File: src/rtl/mod12_wrap_monitor.sv
// rtl/mod12_wrap_monitor.sv - mod-12 counter monitor: wrap pulses, cascaded wrap counter, BCD image, error flags
module mod12_wrap_monitor #(
    parameter int WRAP_MOD = 10,
    parameter int WRAP_W   = 4
) (
    input  logic              clock,
    input  logic              rst,
    input  logic [3:0]        cnt_in,
    input  logic              load,
    input  logic              updown,
    output logic              carry,
    output logic              borrow,
    output logic [WRAP_W-1:0] wrap_cnt,
    output logic              wrap_tc,
    output logic              bcd_tens,
    output logic [3:0]        bcd_ones,
    output logic              range_err,
    output logic              seq_err
);

    localparam logic [WRAP_W-1:0] WRAP_MAX = WRAP_W'(WRAP_MOD - 1);

    logic [3:0]        prev_cnt_q, prev_cnt_d;
    logic              prev_valid_q, prev_valid_d;
    logic              load_q, load_d;
    logic              updown_q, updown_d;
    logic              carry_q, carry_d;
    logic              borrow_q, borrow_d;
    logic [WRAP_W-1:0] wrap_cnt_q, wrap_cnt_d;
    logic              wrap_tc_q, wrap_tc_d;
    logic              bcd_tens_q, bcd_tens_d;
    logic [3:0]        bcd_ones_q, bcd_ones_d;
    logic              range_err_q, range_err_d;
    logic              seq_err_q, seq_err_d;

    logic [3:0] exp_up, exp_dn;

    always_comb begin
        prev_cnt_d   = prev_cnt_q;
        prev_valid_d = prev_valid_q;
        load_d       = load;
        updown_d     = updown;
        carry_d      = 1'b0;
        borrow_d     = 1'b0;
        wrap_cnt_d   = wrap_cnt_q;
        wrap_tc_d    = 1'b0;
        bcd_tens_d   = bcd_tens_q;
        bcd_ones_d   = bcd_ones_q;
        range_err_d  = 1'b0;
        seq_err_d    = 1'b0;

        exp_up = (prev_cnt_q == 4'd11) ? 4'd0 : prev_cnt_q + 4'd1;
        exp_dn = (prev_cnt_q == 4'd0) ? 4'd11 : prev_cnt_q - 4'd1;

        if (cnt_in > 4'd11) begin
            range_err_d  = 1'b1;
            prev_valid_d = 1'b0;
        end else begin
            bcd_tens_d   = (cnt_in >= 4'd10);
            bcd_ones_d   = (cnt_in >= 4'd10) ? cnt_in - 4'd10 : cnt_in;
            prev_cnt_d   = cnt_in;
            prev_valid_d = 1'b1;
            // load_q/updown_q describe the transition that produced this sample
            if (prev_valid_q && !load_q) begin
                if (!updown_q) begin
                    if (cnt_in != exp_up)          seq_err_d = 1'b1;
                    else if (prev_cnt_q == 4'd11)  carry_d   = 1'b1;
                end else begin
                    if (cnt_in != exp_dn)          seq_err_d = 1'b1;
                    else if (prev_cnt_q == 4'd0)   borrow_d  = 1'b1;
                end
            end
        end

        if (carry_d) begin
            wrap_tc_d  = (wrap_cnt_q == WRAP_MAX);
            wrap_cnt_d = (wrap_cnt_q == WRAP_MAX) ? '0 : wrap_cnt_q + 1'b1;
        end else if (borrow_d) begin
            wrap_tc_d  = (wrap_cnt_q == '0);
            wrap_cnt_d = (wrap_cnt_q == '0) ? WRAP_MAX : wrap_cnt_q - 1'b1;
        end
    end

    always_ff @(posedge clock) begin
        if (rst) begin
            prev_cnt_q   <= '0;
            prev_valid_q <= 1'b0;
            load_q       <= 1'b0;
            updown_q     <= 1'b0;
            carry_q      <= 1'b0;
            borrow_q     <= 1'b0;
            wrap_cnt_q   <= '0;
            wrap_tc_q    <= 1'b0;
            bcd_tens_q   <= 1'b0;
            bcd_ones_q   <= '0;
            range_err_q  <= 1'b0;
            seq_err_q    <= 1'b0;
        end else begin
            prev_cnt_q   <= prev_cnt_d;
            prev_valid_q <= prev_valid_d;
            load_q       <= load_d;
            updown_q     <= updown_d;
            carry_q      <= carry_d;
            borrow_q     <= borrow_d;
            wrap_cnt_q   <= wrap_cnt_d;
            wrap_tc_q    <= wrap_tc_d;
            bcd_tens_q   <= bcd_tens_d;
            bcd_ones_q   <= bcd_ones_d;
            range_err_q  <= range_err_d;
            seq_err_q    <= seq_err_d;
        end
    end

    assign carry     = carry_q;
    assign borrow    = borrow_q;
    assign wrap_cnt  = wrap_cnt_q;
    assign wrap_tc   = wrap_tc_q;
    assign bcd_tens  = bcd_tens_q;
    assign bcd_ones  = bcd_ones_q;
    assign range_err = range_err_q;
    assign seq_err   = seq_err_q;

endmodule

File: config.mk
export PLATFORM = sky130hd
export DESIGN_NAME = mod12_wrap_monitor
export DESIGN_NICKNAME = d
export VERILOG_FILES = /design/src/rtl/mod12_wrap_monitor.sv
export SDC_FILE = /design/constraint.sdc
export NUM_CORES = 1
export LEC_CHECK = 0
export BUFFER_PORTS_ARGS = -buffer_cell sky130_fd_sc_hd__buf_2
export CORE_AREA = 2 2 52 54
export CTS_CLUSTER_DIAMETER = 60
export DETAILED_ROUTE_END_ITERATION = 10
export DIE_AREA = 0 0 54 56
export PLACE_DENSITY = 0.83
export SYNTH_ARGS = -nofsm -noshare
export SYNTH_HDL_FRONTEND = slang
export SYNTH_SLANG_ARGS = --single-unit
export TNS_END_PERCENT = 30
File: constraint.sdc
create_clock -name clock -period 2.3 [get_ports clock]
set_input_delay 0.115 -clock clock [delete_from_list [all_inputs] [get_ports clock]]
set_output_delay 0.115 -clock clock [all_outputs]
set_load 0.1 [all_outputs]
==> qor.csv <==
metric,value,unit
max_cap_viol_count,0,
clkTransAtPathRegs,0.10,ns
vias,1165,
placed_cell_area,1370,µm²
pre_cts_ws,-0.106,ns
r2r_end,wrap_tc$_SDFF_PP0_,
cts_tree,done,
drtIter0Drc,22,
cp.required,2.51,ns
fin_crit,2.41,ns
hold-path-cell-count,2,
crit_path_max_fanout,2,
viasPerCell,5.85,
grt_pass1_wl,5110,µm
die_w,54,µm
switching_share,0.325,
violations,setup timing,
hp-start,load,
cts_buffers,3,
fp.dieH,56,µm
ys_ff_latch,20,
vdd_drop_max,501,µV
routedWlPerCell,15.1,µm
fin_skew,0.00124,ns
crit_arrival,2.62,ns
syn_to_final_growth,30.6,%
internal_power,0.501,mW
r2r_setup_slack,-0.11,ns
grt-ovfl-total,0,
final_nets,182,
synth_compound_area_frac,0.247,
antenna_found_initial,0,
antenna_left,0,
critical_path.cell_chain,"inv_1, ha_2, xor2_2, o311ai_1, a211o_1, or3b_4, or3_4, a2111oi_4",
hold_viol,0,
first_global_vias,1156,
cp-end-kind,flip-flop,
dieArea,3020,µm²
worst-r2r-cell-count,8,
synthMuxAreaShare,0.00871,
clockBufferDepth,2,
fin_util,0.617,
synth_xor_area_frac,0.0381,
syn_area,1150,µm²
r2r-start,prev_cnt_q[1]$_SDFFE_PP0N_,
postSynthNetCount,148,
start_kind,flip-flop,
instances_no_fill,199,
grt_setup_unrepaired,yes,
fmax,415,MHz
power.density,494,nW/µm²
final_cell_mix,"21 x buf_2, 18 x dfxtp_1, 17 x buf_4, 11 x nor2_1",
grt_usage,0.222,
seqPwrFrac,0.492,
htreeDepth,1,
grt_max_degree,19,
synth_adder_area_share,0.0326,
syn_area_per_cell,8.39,µm²
drive_gt1_frac,0.385,
core,2430,µm²
slew_headroom,0.627,
worstSkewPairLatency,0.30,ns
synth_warnings,0,
slew_viol_final,0,
synth_top_family_by_area,simple AND/OR/NAND/NOR gates,
ys_types,50,
dpl.cell_count,195,
yosysSeqAreaShare,0.348,
gp_congestion,0.912,
hold_path_end,load_q$_SDFF_PP0_,
num_antenna_cells,0,
hold_class,input port to flip-flop,
drcViolationCount,0,
max_stage_delay,0.39,ns
yosys.area_share.simple,0.256,
p_switching,0.241,mW
ios,22,
numPortBuffers,21,
cts_sinks,20,
ctsHoldBuffers,0,
clock-root-buffer,clkbuf_4,
fin_area,1500,µm²
setup_viol,1,
leakagePower,0.612,nW
path_class,flip-flop to flip-flop,
timing.final.ws_setup,-0.108,ns
wirelength,3000,µm
hpwl,2180,µm
final_common_cell,buf_2,
p_clk_frac,0.216,
worstMarginPinSlew,0.555,ns
start_util,0.473,
syn_inst,137,
rows,18,
status,"finished, violations left",
slowest_stage,or3b_4,
finalCritPeriodShare,1.05,
hold_slack,0.0259,ns
combPwrFrac,0.292,
drt-pass1-iter-count,4,
==> layer usage <==
| metal | vias to the layer above | track usage | wire length (µm) |
|---|---|---|---|
| met1 | 564 | 0.266 | 1280 |
| met4 | 0 | 0.0607 | 23 |
| li1 | 565 | - | - |
| met5 | - | 0 | 0 |
| met2 | 32 | 0.383 | 1580 |
| met3 | 4 | 0.0511 | 120 |
==> power by group through the flow <==
stage / Clock [mW] / Sequential (mW) / Combinational [mW]
2_1_floorplan: 0 / 0.409 / 0.0960
3_3_place_gp: 0 / 0.372 / 0.180
3_5_place_dp: 0 / 0.372 / 0.187
4_1_cts: 0.167 / 0.364 / 0.192
5_1_grt: 0.187 / 0.367 / 0.232
6_report: 0.160 / 0.365 / 0.217
==> worst max-delay path by stage <==
stage	start	end	slack, ns	depth (start not counted)
CTS	prev_cnt_q[0]$_SDFFE_PP0N_	wrap_tc$_SDFF_PP0_	-0.12	10
global placement	prev_cnt_q[0]$_SDFFE_PP0N_	wrap_tc$_SDFF_PP0_	-0.01	8
floorplan	prev_cnt_q[0]$_SDFFE_PP0N_	wrap_tc$_SDFF_PP0_	-0.19	9
detailed placement	prev_cnt_q[1]$_SDFFE_PP0N_	wrap_tc$_SDFF_PP0_	-0.11	8
finish	prev_cnt_q[1]$_SDFFE_PP0N_	wrap_tc$_SDFF_PP0_	-0.11	8
global route	prev_cnt_q[0]$_SDFFE_PP0N_	wrap_tc$_SDFF_PP0_	-0.19	8
==> worst max-delay path: cells and delay by family (launching register included) <==
family,cells,cell delay [ns]
AND/OR/NAND/NOR,2,0.74
XOR/XNOR,1,0.15
AO/OA/AOI/OAI,3,0.72
flip-flops,1,0.34
buffers and inverters,1,0.04
adder cells (fa/ha/maj),1,0.34
==> per-stage QoR <==
stage	setup TNS (ns)	power, mW
after detailed placement	-0.128	0.560
after global placement	-0.0146	0.552
final	-0.108	0.741
after CTS	-0.145	0.723
after floorplan	-0.238	0.505
after global routing	-0.422	0.786
==> cell usage after synthesis (all sizes together) <==
master	n	area share
inv	9	0.029
xnor2	3	0.023
nand4	1	0.0054
clkbuf	6	0.020
nor2b	4	0.022
o22ai	1	0.0054
or4b	2	0.017
a211oi	5	0.033
a311oi	2	0.015
o41ai	1	0.0076
or3	3	0.016
a22o	2	0.015
and4	1	0.0076
nor3	1	0.0043
nand3	6	0.026
nor3b	3	0.020
o221ai	1	0.0076
a211o	3	0.023
o31ai	1	0.0065
mux2i	1	0.0087
or4	1	0.0065
xor2	2	0.015
and2	1	0.0054
a21bo	2	0.017
o21bai	1	0.0065
buf	3	0.021
nor4	2	0.011
nand2	7	0.023
dfxtp	20	0.35
or2b	1	0.0065
a2111oi	2	0.021
and3	1	0.0054
ha	3	0.033
nand2b	4	0.022
or2	1	0.0054
o21ai	4	0.017
nand3b	1	0.0065
nor2	11	0.036
or3b	1	0.0098
a21o	1	0.0065
a31oi	1	0.0054
o311ai	1	0.0076
o311a	1	0.0098
a21oi	9	0.042
==> cell families after synthesis <==
kind of cell	Yosys count
flip-flops	20
AND/OR/NAND/NOR	52
XOR/XNOR	5
adder cells (fa/ha/maj)	3
multiplexers	1
buffers and inverters	18
AO/OA/AOI/OAI	38
==> what timing repair did <==
item                                    CTS  global route
gates cloned                              0             0
setup buffers                             0             1
endpoints found under the setup margin    4             5
resized for setup                         5            12
pin swaps                                 1             3
==> area by class of cell <==
cell class / count / area, µm²
multi-input cells: 99 / 772
flip-flops and latches: 20 / 403
inverters: 9 / 33.8
well taps: 30 / 37.5
fillers: 213 / 931
repair buffers: 38 / 233
clock buffers: 3 / 22.5
No activity file was read; power rests on OpenSTA's default activity.
